`config.mk`:
```
export PLATFORM = sky130hd
export DESIGN_NAME = orb_frame_reader_flat
export DESIGN_NICKNAME = d
export VERILOG_FILES = /design/src/rtl/orb_pkg.sv /design/src/rtl/orb_frame_reader_if.sv /design/src/rtl/orb_bit_timer.sv /design/src/rtl/orb_frame_reader.sv /design/src/flat_wrapper.sv
export SDC_FILE = /design/constraint.sdc
export NUM_CORES = 1
export LEC_CHECK = 0
export BUFFER_PORTS_ARGS = -buffer_cell sky130_fd_sc_hd__buf_2
export CAP_MARGIN = 0
export CORE_MARGIN = 4
export CORE_UTILIZATION = 58
export DETAILED_ROUTE_END_ITERATION = 8
export HOLD_SLACK_MARGIN = 0.1
export PLACE_DENSITY_LB_ADDON = 0.25
export SLEW_MARGIN = 20
export SYNTH_ARGS = -nofsm -noshare
export SYNTH_HDL_FRONTEND = slang
export SYNTH_SLANG_ARGS = --single-unit
```
`constraint.sdc`:
```
create_clock -name clk -period 2.6 [get_ports clk]
set_input_delay 0.26 -clock clk [delete_from_list [all_inputs] [get_ports clk]]
set_output_delay 0.26 -clock clk [all_outputs]
set_load 0.05 [all_outputs]
```
`src/rtl/orb_pkg.sv`:
```
// Shared constants and types for the orbital-word frame path.
package orb_pkg;

   localparam int unsigned ORB_WORD_W   = 12;
   localparam int unsigned ORB_ADDR_W   = 11;
   localparam int unsigned ORB_MARK_BIT = ORB_WORD_W - 1;

   typedef enum logic [1:0] {
      IDLE,
      PRIME,
      RUN
   } orb_state_e;

endpackage

```
`src/rtl/orb_frame_reader_if.sv`:
```
// Read port of the ping-pong frame buffer, seen from the reader (master) and buffer (slave).
interface orb_frame_reader_if #(
   parameter int unsigned ADDR_W = 11,
   parameter int unsigned WORD_W = 12
) ();

   logic              rdEn;
   logic [ADDR_W-1:0] rdAddr;
   logic [WORD_W-1:0] rdData;

   modport master (
      output rdEn,
      output rdAddr,
      input  rdData
   );

   modport slave (
      input  rdEn,
      input  rdAddr,
      output rdData
   );

endinterface

```
`src/rtl/orb_bit_timer.sv`:
```
// Bit-rate divider and bit index for the serial word shifter.
// Tick outputs name the action to take at the end of the current clk.
module orb_bit_timer #(
   parameter int unsigned WORD_W  = 12,
   parameter int unsigned BIT_DIV = 8
) (
   input  logic clk,
   input  logic rst,
   input  logic run,
   input  logic start,
   output logic bit_strobe,
   output logic word_strobe,
   output logic end_tick,
   output logic load_tick,
   output logic pre_tick
);

   localparam int unsigned DIV_W = $clog2(BIT_DIV);
   localparam int unsigned IDX_W = $clog2(WORD_W);
   localparam logic [DIV_W-1:0] DIV_LAST = DIV_W'(BIT_DIV - 1);
   localparam logic [IDX_W-1:0] IDX_TOP  = IDX_W'(WORD_W - 1);
   // Prefetch is issued on the edge that enters bit index WORD_W/2.
   localparam logic [IDX_W-1:0] IDX_PRE  = IDX_W'(WORD_W / 2 + 1);

   logic [DIV_W-1:0] div_cnt_q;
   logic [IDX_W-1:0] bit_idx_q;

   // Divider counts BIT_DIV clks per bit; bit index walks WORD_W-1 down to 0 and wraps.
   always_ff @(posedge clk) begin
      if (rst) begin
         div_cnt_q <= '0;
         bit_idx_q <= '0;
      end else if (start) begin
         div_cnt_q <= '0;
         bit_idx_q <= IDX_TOP;
      end else if (run) begin
         if (div_cnt_q == DIV_LAST) begin
            div_cnt_q <= '0;
            bit_idx_q <= (bit_idx_q == '0) ? IDX_TOP : bit_idx_q - IDX_W'(1);
         end else begin
            div_cnt_q <= div_cnt_q + DIV_W'(1);
         end
      end else begin
         div_cnt_q <= '0;
         bit_idx_q <= '0;
      end
   end

   // Strobes for the current bit and ticks for the upcoming edge.
   always_comb begin
      bit_strobe  = run && (div_cnt_q == '0);
      word_strobe = bit_strobe && (bit_idx_q == IDX_TOP);
      end_tick    = run && (div_cnt_q == DIV_LAST);
      load_tick   = end_tick && (bit_idx_q == '0);
      pre_tick    = end_tick && (bit_idx_q == IDX_PRE);
   end

endmodule

```
`src/rtl/orb_frame_reader.sv`:
```
// Sweeps the frame buffer one word per word slot and streams each word MSB-first,
// toggling the buffer-select level SW at every frame boundary after the first.
module orb_frame_reader
   import orb_pkg::*;
#(
   parameter int unsigned ADDR_W  = ORB_ADDR_W,
   parameter int unsigned WORD_W  = ORB_WORD_W,
   parameter int unsigned BIT_DIV = 8
) (
   input  logic               clk,
   input  logic               rst,
   input  logic               en,
   orb_frame_reader_if.master rd,
   output logic               serOut,
   output logic               bitStrobe,
   output logic               wordStart,
   output logic               frameStart,
   output logic               SW
);

   localparam logic [ADDR_W-1:0] ADDR_LAST = '1;

   orb_state_e        state_q, state_d;
   logic [ADDR_W-1:0] wrd_cnt_q, new_wrd;
   logic [ADDR_W-1:0] rd_addr_q, rd_addr_d;
   logic              rd_en_q, rd_en_d;
   logic              cap_q;
   logic [WORD_W-1:0] next_word_q, shift_q;
   logic [WORD_W-1:0] load_src, load_word;
   logic              sw_q;
   logic              start, load, stop, toggle_sw;
   logic              bit_strobe, word_strobe, end_tick, load_tick, pre_tick;

   orb_bit_timer #(
      .WORD_W  (WORD_W),
      .BIT_DIV (BIT_DIV)
   ) u_bit_timer (
      .clk         (clk),
      .rst         (rst),
      .run         (state_q == RUN),
      .start       (start),
      .bit_strobe  (bit_strobe),
      .word_strobe (word_strobe),
      .end_tick    (end_tick),
      .load_tick   (load_tick),
      .pre_tick    (pre_tick)
   );

   // Next state, read requests and word-load decisions.
   always_comb begin
      state_d   = state_q;
      start     = 1'b0;
      load      = 1'b0;
      stop      = 1'b0;
      toggle_sw = 1'b0;
      rd_en_d   = 1'b0;
      rd_addr_d = wrd_cnt_q + ADDR_W'(1);
      unique case (state_q)
         IDLE: begin
            if (en) begin
               state_d   = PRIME;
               rd_en_d   = 1'b1;
               rd_addr_d = '0;
            end
         end
         PRIME: begin
            // Word 0 data is on rdData while cap_q is set.
            if (cap_q) begin
               state_d = RUN;
               start   = 1'b1;
            end
         end
         RUN: begin
            rd_en_d = pre_tick;
            if (load_tick) begin
               if (wrd_cnt_q != ADDR_LAST) begin
                  load = 1'b1;
               end else if (en) begin
                  load      = 1'b1;
                  toggle_sw = 1'b1;
               end else begin
                  stop    = 1'b1;
                  state_d = IDLE;
               end
            end
         end
         default: state_d = IDLE;
      endcase
   end

   // Word to load into the shifter, with the marker bit set only on word 0.
   always_comb begin
      new_wrd   = start ? '0 : wrd_cnt_q + ADDR_W'(1);
      // The first load after PRIME takes rdData directly, as it is captured the same clk.
      load_src  = start ? rd.rdData : next_word_q;
      load_word = load_src;
      load_word[WORD_W-1] = (new_wrd == '0);
   end

   // State, read port, next-word register, shifter and buffer select.
   always_ff @(posedge clk) begin
      if (rst) begin
         state_q     <= IDLE;
         rd_en_q     <= 1'b0;
         rd_addr_q   <= '0;
         cap_q       <= 1'b0;
         next_word_q <= '0;
         shift_q     <= '0;
         wrd_cnt_q   <= '0;
         sw_q        <= 1'b0;
      end else begin
         state_q <= state_d;
         rd_en_q <= rd_en_d;
         if (rd_en_d) begin
            rd_addr_q <= rd_addr_d;
         end
         cap_q <= rd_en_q;
         if (cap_q) begin
            next_word_q <= rd.rdData;
         end
         if (start || load) begin
            shift_q   <= load_word;
            wrd_cnt_q <= new_wrd;
         end else if (stop) begin
            shift_q   <= '0;
            wrd_cnt_q <= '0;
         end else if (end_tick) begin
            shift_q <= {shift_q[WORD_W-2:0], 1'b0};
         end
         if (toggle_sw) begin
            sw_q <= ~sw_q;
         end
      end
   end

   assign rd.rdEn    = rd_en_q;
   assign rd.rdAddr  = rd_addr_q;
   assign serOut     = shift_q[WORD_W-1];
   assign bitStrobe  = bit_strobe;
   assign wordStart  = word_strobe;
   assign frameStart = word_strobe && (wrd_cnt_q == '0);
   assign SW         = sw_q;

endmodule
```
`src/flat_wrapper.sv`:
```
// flat-port wrapper written by rule: the top's interface ports become plain ports
module orb_frame_reader_flat import orb_pkg::*;
#(
   parameter int unsigned ADDR_W  = ORB_ADDR_W,
   parameter int unsigned WORD_W  = ORB_WORD_W,
   parameter int unsigned BIT_DIV = 8
)
  (clk, rst, en, serOut, bitStrobe, wordStart, frameStart, SW, rd_rdEn, rd_rdAddr, rd_rdData);
  orb_frame_reader_if #(.ADDR_W(ADDR_W), .WORD_W(WORD_W)) rd_i ();
  input  logic clk;
  input  logic rst;
  input  logic en;
  output logic serOut;
  output logic bitStrobe;
  output logic wordStart;
  output logic frameStart;
  output logic SW;
  output wire logic [$bits(rd_i.rdEn)-1:0] rd_rdEn;
  output wire logic [$bits(rd_i.rdAddr)-1:0] rd_rdAddr;
  input wire logic [$bits(rd_i.rdData)-1:0] rd_rdData;
  assign rd_rdEn = rd_i.rdEn;
  assign rd_rdAddr = rd_i.rdAddr;
  assign rd_i.rdData = rd_rdData;
  orb_frame_reader #(.ADDR_W(ADDR_W), .WORD_W(WORD_W), .BIT_DIV(BIT_DIV)) u_core (.clk(clk), .rst(rst), .en(en), .rd(rd_i), .serOut(serOut), .bitStrobe(bitStrobe), .wordStart(wordStart), .frameStart(frameStart), .SW(SW));
endmodule
```
==> results by group, run 1 <==
STA
  – Max Slew Vio Count: 0
  – Slew margin rel.: 62.34%
  – RSZ-0062 raised after global routing: false
  – Fin. Hold Viols: 0
  – Setup violators final: 0
  – Post-route minimum period: 2.388 ns
  – Post-Route Setup TNS: 0 ns
  – Final period util: 91.84%
  – Max Clk Rate: 0.4188 GHz
  – Slew @ Worst Pin: 0.5649 ns
  – Worst hold slack: 0.1780 ns
  – Worst Skew: 0.004767 ns

Power
  – Pwr/cell area: 626.8 nW/um2
  – Int Pwr: 1.632 mW
  – Switching power share of the total: 20.40%
  – Maximum vdd drop: 0.4418 mV
  – Sequential share of power: 43.9%
  – LEAKAGE: 1.254 nW
  – Clock Power Share: 52.2%
  – Net Switching: 418.2 uW
  – Total Power: 2.050 mW
  – Comb pwr share: 3.9%

Logic synthesis
  – Largest family of logic cells by synthesized area: simple AND/OR/NAND/NOR gates
  – Most frequent cell after synthesis: dfxtp_1
  – Simple-Gate Fraction of Synth Area: 22.63%
  – Post-Syn Instances: 318
  – Top post-synthesis cells by count: dfxtp_1 (57), a21oi_1 (26), nor2_1 (23), nor3_1 (23), nand2_1 (20)
  – Synth area leaders: dfxtp_1 (40%), a21oi_1 (4.5%), mux2i_1 (4.5%)
  – Mux cell area share after synthesis: 4.526%
  – Number of enable flip-flop cells after synthesis: 0
  – Yosys reg bits: 57
  – Compound-gate portion of the synthesized area: 17.67%
  – Most used DFF post-synth: dfxtp_1
  – Sequential area share after synthesis: 39.69%
  – Ys Warns: 0
  – Distinct cells, synth: 53
  – XOR/XNOR Fraction of Synth Area: 3.960%
  – Synthesized area per cell: 9.042 um2
  – Fraction of registers with async set/reset: 0%
  – Synthesized Nets: 341
  – Leading area contributor after synthesis: dfxtp_1
  – Synth Area in Adders: 3.481%
  – Mapped cell area: 2875 um2
  – Yosys top cell area share: 39.69%

Floorplanning
  – Die Area: 6148 um2
  – Die H: 78.41 um
  – Core region area: 4755 um2
  – Die W: 78.41 um
  – Initial Util: 60.47%
  – I/O Pins: 32
  – Row count: 25

Final layout
  – Ant. Diodes: 0
  – Area grow syn2layout: 13.75%
  – Fin nets: 360
  – FILL cells: 393
  – Layout cell share with drive strength beyond 1: 22.51%
  – Final core occ: 68.79%
  – Post-Layout Cell Count: 409

Placed design
  – Hpwl dp: 4135 um
  – # port buffers: 30
  – Final GP Congestion: 0.8467
  – Placed insts: 393

Critical path
  – Critical path class: reg -> out
  – Type of origin of the critical path: flop
  – Critical Path AT: 2.13 ns
  – Worst setup EP type: output pin
  – Worst-path fanout max: 9
  – Req. time, crit path: 2.34 ns

GRT
  – Vias in the first global route: 2229
  – Antenna violations before repair: 0
  – First-pass GRT wire length: 10630 um
  – Largest net degree at the start of global routing: 57
  – Met1 usage: 30.99%
  – Met3 Track Usage GR: 4.014%
  – Total global-route track usage: 21.94%
  – Grt met2 use: 32.45%
  – Gr ovfl total: 0
  – Grt peak-use layer: met2

CTS
  – Clock sinks: 57
  – CTS Root Cell: clkbuf_8
  – Buffer depth of the longest clock path: 2
  – # hold bufs at CTS: 0
  – CTS H-tree depth: 3
  – Clock transition at path regs: 0.07 ns
  – Clock Latency Late Sink: 0.34 ns
  – Num CTS Buffers: 9
  – TritonCTS clock tree: done
  – Post-CTS setup buffer count: 0
  – Post-CTS Resized: 0

Drt
  – DR vias: 2383
  – Residual DRC: 0
  – Drt wl/cell: 15.31 um
  – WL final: 6261 um
  – Vias per cell: 5.826
  – Drt first-iter violations: 256
  – First drt pass iteration count: 4
  – Antenna-violating nets left: 0

Outcome
  – Status: finished clean

Min path
  – Hold crit path type: in -> reg

Flow run
  – Max Cap Viol: 0
path summary, 6_finish.rpt:
| check | from | to | slack [ns] | depth (start not counted) |
|---|---|---|---|---|
| hold reg to reg | u_core.u_bit_timer.div_cnt_q[0] | u_core.u_bit_timer.div_cnt_q[0] | 0.46 | 1 |
| setup / recovery | u_core.state_q[1] | frameStart | 0.21 | 6 |
| setup reg to reg | u_core.u_bit_timer.div_cnt_q[0] | u_core.shift_q[11] | 0.37 | 7 |
| hold / removal | rd_rdData[10] | u_core.next_word_q[10] | 0.18 | 3 |
power by group through the flow:
stage          Combinational (mW)  Sequential, mW  Clock (mW)
2_1_floorplan              0.0538           0.919           0
3_3_place_gp               0.0792           0.918           0
3_5_place_dp               0.0800           0.919           0
4_1_cts                    0.0807           0.899        1.08
5_1_grt                    0.0890           0.901        1.13
6_report                   0.0802           0.900        1.07
registers in the layout, summed over array words and instances (netlist names), 2 cells and up:
| signal | cells |
|---|---|
| u_core.next_word_q | 11 |
| u_core.u_bit_timer.bit_idx_q | 4 |
| u_core.wrd_cnt_q | 11 |
| u_core.u_bit_timer.div_cnt_q | 3 |
| u_core.rd.rdAddr | 11 |
| u_core.shift_q | 12 |
| u_core.state_q | 2 |
metal layers:
metal | vias to the layer above | share of wire [%]
li1 | 1190 | -
met1 | 1126 | 47
met2 | 55 | 46
met3 | 12 | 4.6
met4 | 0 | 1.9
met5 | - | 0
cell families (layout without fill, tap and decap cells):
group	Yosys count	in the layout
multiplexers	13	13
AO/OA/AOI/OAI	68	68
AND/OR/NAND/NOR	120	120
buffers and inverters	39	63
XOR/XNOR	13	13
adder cells (fa/ha/maj)	8	8
flip-flops	57	57
cells in the final DEF (no fill, tap or decap), types with 3 or more instances in the layout:
master     count
a31oi_1        3
bufinv_16      3
o22ai_1       10
buf_4          8
xor2_1         6
xnor2_1        7
nor3_1        23
ha_1           8
nand3_1       16
nand2_1       20
mux2i_1       13
or3_1          4
clkbuf_8      12
inv_1          9
o21ai_0        3
a311oi_1       6
nor2_1        23
dfxtp_1       56
a21oi_1       26
nand2b_1       8
a221oi_2       8
buf_2         30
worst max-delay path: stages (launching register included):
cell      delay [ns]
dfxtp_1         0.41
nand2b_1        0.28
nor3b_4         0.27
and4b_4         0.26
nand3_2         0.08
nor4_4          0.20
buf_2           0.29
per-stage QoR:
step / cell area (um2) / worst slack (ns)
finish: 3271 / 0.2122
global route: 3271 / 0.08215
CTS: 3271 / 0.1675
detailed placement: 3008 / 0.3788
global placement: 3008 / 0.3795
floorplan: 2914 / 0.01148
cell type report:
| cell class | count | area, um2 | share of cell area (%) |
|---|---|---|---|
| Clock buffer | 12 | 165.2 | 5.050 |
| Multi-Input combinational cell | 222 | 1538 | 47.02 |
| Inverter | 9 | 33.78 | 1.033 |
| Sequential cell | 57 | 1142 | 34.93 |
| Timing Repair Buffer | 38 | 210.2 | 6.427 |
| Clock inverter | 4 | 97.59 | 2.984 |
| Tap cell | 67 | 83.83 | 2.563 |
No activity file was read; power rests on OpenSTA's default activity.
==> run 2: changes to the inputs <==
BUFFER_PORTS_ARGS = -buffer_cell sky130_fd_sc_hd__buf_4   (was -buffer_cell sky130_fd_sc_hd__buf_2)
CORE_UTILIZATION = 60   (was 58)
CTS_BUF_LIST = sky130_fd_sc_hd__clkbuf_8   (was unset)
==> run 2 against run 1 <==
Power is 8.9% lower. Cell count down 3.9%. Die area fell by 3.0%. Global-route usage is 0.61 points higher. Sequential power hardly changed. Clock-buffer cell count is 1 higher. Clock skew rose by 0.0021 ns. Combinational power is 7.6% higher. Non-clock buffer count stayed put. Flip-flop and latch count did not move. Largest cell class unchanged. Highest routed layer unchanged.
==> results by group, run 2 (synthesis results as in run 1) <==
Outcome
  – Status: finished clean

Flow run
  – Max Cap Viol: 0

STA
  – Slew @ Worst Pin: 0.5759 ns
  – RSZ-0062 raised after global routing: false
  – Slew margin rel.: 61.60%
  – Post-route minimum period: 2.377 ns
  – Worst Skew: 0.006863 ns
  – Max Clk Rate: 0.4208 GHz
  – Max Slew Vio Count: 0
  – Final period util: 91.41%
  – Post-Route Setup TNS: 0 ns
  – Worst hold slack: 0.1720 ns
  – Setup violators final: 0
  – Fin. Hold Viols: 0
  – Setup ws final: 0.2233 ns

Min path
  – Hold crit path type: in -> reg

Placed design
  – Final GP Congestion: 0.8690
  – # port buffers: 30
  – Pre-CTS WS: 0.4155 ns
  – Hpwl dp: 4154 um
  – Cell Area, Placed: 3064 um2
  – Placed insts: 378

CTS
  – CTS Root Cell: clkbuf_8
  – TritonCTS clock tree: done
  – Clock transition at path regs: 0.07 ns
  – Buffer depth of the longest clock path: 2
  – Clock Latency Late Sink: 0.34 ns
  – Clock sinks: 57
  – CTS H-tree depth: 3
  – Post-CTS setup buffer count: 0
  – # hold bufs at CTS: 0
  – Num CTS Buffers: 9
  – Post-CTS Resized: 0

Critical path
  – Setup crit end: frameStart
  – Req. time, crit path: 2.34 ns
  – Reg2Reg Depth: 7
  – Critical Path AT: 2.12 ns
  – Critical path class: reg -> out
  – Number of cells on the critical path: 6
  – R2r setup slk: 0.38 ns
  – Worst-path fanout max: 9
  – Slowest cell on crit path: dfxtp_1
  – Reg2reg start: u_core.wrd_cnt_q[1]
  – Critical path's largest stage delay: 0.42 ns
  – Type of origin of the critical path: flop
  – Crit path max-delay family: simple AND/OR/NAND/NOR gates
  – CP Launch Point: u_core.state_q[1]
  – Worst-path cell chain: nand2b_1, nor3b_4, and4b_4, nand3_2, nor4_4, buf_4
  – Worst setup EP type: output pin
  – WP buf/inv: 1
  – Worst flop-to-flop path endpoint: u_core.shift_q[1]

Floorplanning
  – Die H: 77.23 um
  – Die W: 77.23 um
  – Initial Util: 63.83%
  – Core region area: 4504 um2
  – Die Area: 5964 um2
  – I/O Pins: 32
  – Row count: 24

Drt
  – Drt first-iter violations: 217
  – WL final: 6314 um
  – Drt wl/cell: 16.07 um
  – Antenna-violating nets left: 0
  – Vias per cell: 6.211
  – Residual DRC: 0
  – DR vias: 2441
  – First drt pass iteration count: 5

GRT
  – First-pass GRT wire length: 11050 um
  – Largest net degree at the start of global routing: 58
  – Total global-route track usage: 22.54%
  – Vias in the first global route: 2331
  – Gr ovfl total: 0
  – Antenna violations before repair: 0

Final layout
  – Most frequent cells in the layout: dfxtp_1 (56), buf_4 (38), a21oi_1 (26)
  – Layout cell share with drive strength beyond 1: 22.29%
  – Final Cell Area: 3278 um2
  – Commonest non-fill, non-tap cell in the layout: dfxtp_1
  – Post-Layout Cell Count: 393
  – Max reg flops: 12
  – Area grow syn2layout: 14.01%
  – Ant. Diodes: 0
  – Fin nets: 360
  – Largest reg by FF count: u_core.shift_q
  – Final core occ: 72.78%

Power
  – Maximum vdd drop: 0.4269 mV
  – Total Power: 1.868 mW
  – LEAKAGE: 1.246 nW
  – Pwr/cell area: 569.8 nW/um2
## run 2: cell types whose count changed in the layout (fill, tap and decap cells not counted)
cell,change
buf_2,-30
clkinvlp_4,-1
bufinv_16,-2
clkbuf_8,+1
clkinv_2,+1
buf_4,+30
## run 2: layer usage
layer  part of all wire [%]  global-route usage [%]  routed length (um)
met5                      0                       0                   0
met4                    1.4                   7.829                  91
met3                    6.4                   5.386                 405
met2                     45                   33.68                2870
met1                     47                   31.62                2947
## run 2: worst min-delay path by stage
| stage | from | endpoint | slack (ns) | cells past startpoint |
|---|---|---|---|---|
| after floorplan | rd_rdData[1] | u_core.next_word_q[1] | 0.41 | 2 |
| after global placement | u_core.u_bit_timer.div_cnt_q[0] | u_core.u_bit_timer.div_cnt_q[0] | 0.45 | 1 |
| after detailed placement | u_core.rd.rdEn | u_core.cap_q | 0.45 | 1 |
| after CTS | rd_rdData[7] | u_core.next_word_q[7] | 0.17 | 3 |
| after global routing | rd_rdData[6] | u_core.next_word_q[6] | 0.19 | 3 |
| final | rd_rdData[6] | u_core.next_word_q[6] | 0.17 | 3 |
## run 2: area by class of cell
cell class                      instances  area (um2)
Clock buffer                           13       178.9
Clock inverter                          2       35.03
Fill cell                             358        1226
Inverter                                9       33.78
Multi-Input combinational cell        222        1538
Sequential cell                        57        1142
Tap cell                               52       65.06
Timing Repair Buffer                   38       285.3
## run 2: tightest hold or removal path, cell delays in order
cell	delay, ns
buf_4	0.08
mux2i_1	0.06
nor2_1	0.07
## run 2: where the power goes
part / internal (mW) / leakage (nW) / switching (mW) / total (mW)
combinational: 0.0350 / 0.673 / 0.0513 / 0.0863
sequential: 0.887 / 0.461 / 0.0125 / 0.900
clock: 0.540 / 0.112 / 0.342 / 0.882
==> run 3: changes to the inputs <==
MAX_ROUTING_LAYER = met4   (was unset)
==> run 3 against run 2 <==
First-iteration DRC count up 24%. Wire length rose by 0.13%. Cell count is the same. Register-to-register slack hardly changed. Critical path depth is the same. Core utilization unchanged. Maximum frequency down 0.15%. Worst hold slack better by 0.0013 ns. Highest routed layer unchanged. Global-route usage is 0.73 points higher. Non-clock buffer count stayed put.
==> results by group, run 3 (synthesis results as in run 1) <==
Final layout
  – Final Cell Area: 3278 um2
  – Area grow syn2layout: 14.01%
  – Commonest non-fill, non-tap cell in the layout: dfxtp_1
  – Ant. Diodes: 0
  – Max reg flops: 12
  – Most frequent cells in the layout: dfxtp_1 (56), buf_4 (38), a21oi_1 (26)
  – Post-Layout Cell Count: 393
  – Largest reg by FF count: u_core.shift_q
  – Final core occ: 72.78%
  – FILL cells: 358
  – Layout cell share with drive strength beyond 1: 22.29%
  – Fin nets: 360

Power
  – Sequential share of power: 48.2%
  – Total Power: 1.867 mW
  – Maximum vdd drop: 0.4268 mV
  – LEAKAGE: 1.246 nW
  – Clock Power Share: 47.2%
  – Comb pwr share: 4.6%
  – Net Switching: 404.9 uW
  – Int Pwr: 1.463 mW
  – Pwr/cell area: 569.7 nW/um2
  – Switching power share of the total: 21.68%

CTS
  – Buffer depth of the longest clock path: 2
  – TritonCTS clock tree: done
  – CTS Root Cell: clkbuf_8
  – Clock Latency Late Sink: 0.33 ns
  – Post-CTS setup buffer count: 0
  – # hold bufs at CTS: 0
  – Num CTS Buffers: 9
  – Post-CTS Resized: 0
  – Clock sinks: 57
  – CTS H-tree depth: 3
  – Clock transition at path regs: 0.07 ns

Critical path
  – Worst flop-to-flop path endpoint: u_core.shift_q[1]
  – Type of origin of the critical path: flop
  – Worst-path cell chain: nand2b_1, nor3b_4, and4b_4, nand3_2, nor4_4, buf_4
  – Reg2reg start: u_core.wrd_cnt_q[1]
  – Critical Path AT: 2.12 ns
  – Reg2Reg Depth: 7
  – Worst setup EP type: output pin
  – Crit path max-delay family: simple AND/OR/NAND/NOR gates
  – Number of cells on the critical path: 6
  – Slowest cell on crit path: dfxtp_1
  – R2r setup slk: 0.38 ns
  – Req. time, crit path: 2.34 ns
  – Worst-path fanout max: 9
  – WP buf/inv: 1
  – Critical path class: reg -> out
  – Critical path's largest stage delay: 0.43 ns

Drt
  – First drt pass iteration count: 4
  – Drt first-iter violations: 268
  – Vias per cell: 6.076
  – DR vias: 2388
  – Antenna-violating nets left: 0
  – Residual DRC: 0
  – Drt wl/cell: 16.09 um
  – WL final: 6322 um

GRT
  – Grt peak-use layer: met2
  – Met3 Track Usage GR: 5.738%
  – Met1 usage: 31.69%
  – Largest net degree at the start of global routing: 58
  – Vias in the first global route: 2335
  – Antenna violations before repair: 0
  – Gr ovfl total: 0
  – First-pass GRT wire length: 11060 um
  – Total global-route track usage: 23.27%
  – Grt met2 use: 33.68%

Placed design
  – Hpwl dp: 4154 um
  – Placed insts: 378
  – # port buffers: 30
  – Final GP Congestion: 0.8832
  – Cell Area, Placed: 3064 um2

STA
  – Post-route minimum period: 2.380 ns
  – Final period util: 91.54%
  – Slew margin rel.: 60.66%
  – Max Slew Vio Count: 0
  – Post-Route Setup TNS: 0 ns
  – Fin. Hold Viols: 0
  – Worst Skew: 0.007569 ns
  – RSZ-0062 raised after global routing: false
  – Slew @ Worst Pin: 0.5900 ns
  – Max Clk Rate: 0.4201 GHz
  – Setup violators final: 0

Min path
  – Hold crit path type: in -> reg
  – Hold Path Origin: rd_rdData[6]
  – Hold Path Depth: 3
  – Worst Hold End: u_core.next_word_q[6]

Floorplanning
  – Initial Util: 63.83%
  – Row count: 24
  – Die W: 77.23 um
  – Core region area: 4504 um2
  – I/O Pins: 32
  – Die Area: 5964 um2
  – Die H: 77.23 um

Flow run
  – Max Cap Viol: 0

Outcome
  – Status: finished clean
-- run 3: worst max path at each step --
stage                               startpoint                 end
2_1_floorplan                u_core.state_q[0]          frameStart
3_3_place_gp   u_core.u_bit_timer.div_cnt_q[0]  u_core.shift_q[11]
3_5_place_dp               u_core.wrd_cnt_q[1]   u_core.shift_q[1]
4_1_cts                      u_core.state_q[1]          frameStart
5_1_grt                      u_core.state_q[1]          frameStart
6_report                     u_core.state_q[1]          frameStart
-- run 3: layout make-up --
type	instances	area (um2)	share of cell area (%)
timing repair buffer	38	285.3	8.702
clock inverter	2	35.03	1.069
tap	52	65.06	1.985
sequential	57	1142	34.85
inverter	9	33.78	1.031
clock buffer	13	178.9	5.458
multi-input combinational	222	1538	46.91
-- run 3: layer usage --
metal  routed length [um]  vias up
li1                     -     1190
met4                   74        0
met5                    0        -
met1                 2984     1124
met2                 2924       66
met3                  338        8
-- run 3: power by group through the flow --
stage / clock (mW) / combinational, mW / sequential (mW)
after floorplan: 0 / 0.0538 / 0.919
after global placement: 0 / 0.0840 / 0.918
after detailed placement: 0 / 0.0854 / 0.919
after CTS: 0.891 / 0.0862 / 0.899
after global routing: 0.938 / 0.0951 / 0.901
final: 0.881 / 0.0868 / 0.900
-- run 3: worst reg2reg max path, stage by stage, from the launching register on --
cell and delay, ns:
dfxtp_1 0.46, ha_1 0.31, and3_4 0.29, nand4_4 0.14, o21a_1 0.23, buf_4 0.22, a221oi_1 0.35, nor3_1 0.08
-- run 3: through the flow --
step	hold WS, ns	worst slack (ns)
after floorplan	0.4072	0.01148
after global placement	0.4497	0.4485
after detailed placement	0.4539	0.4155
after CTS	0.1713	0.2288
after global routing	0.1913	0.09113
final	0.1733	0.2199
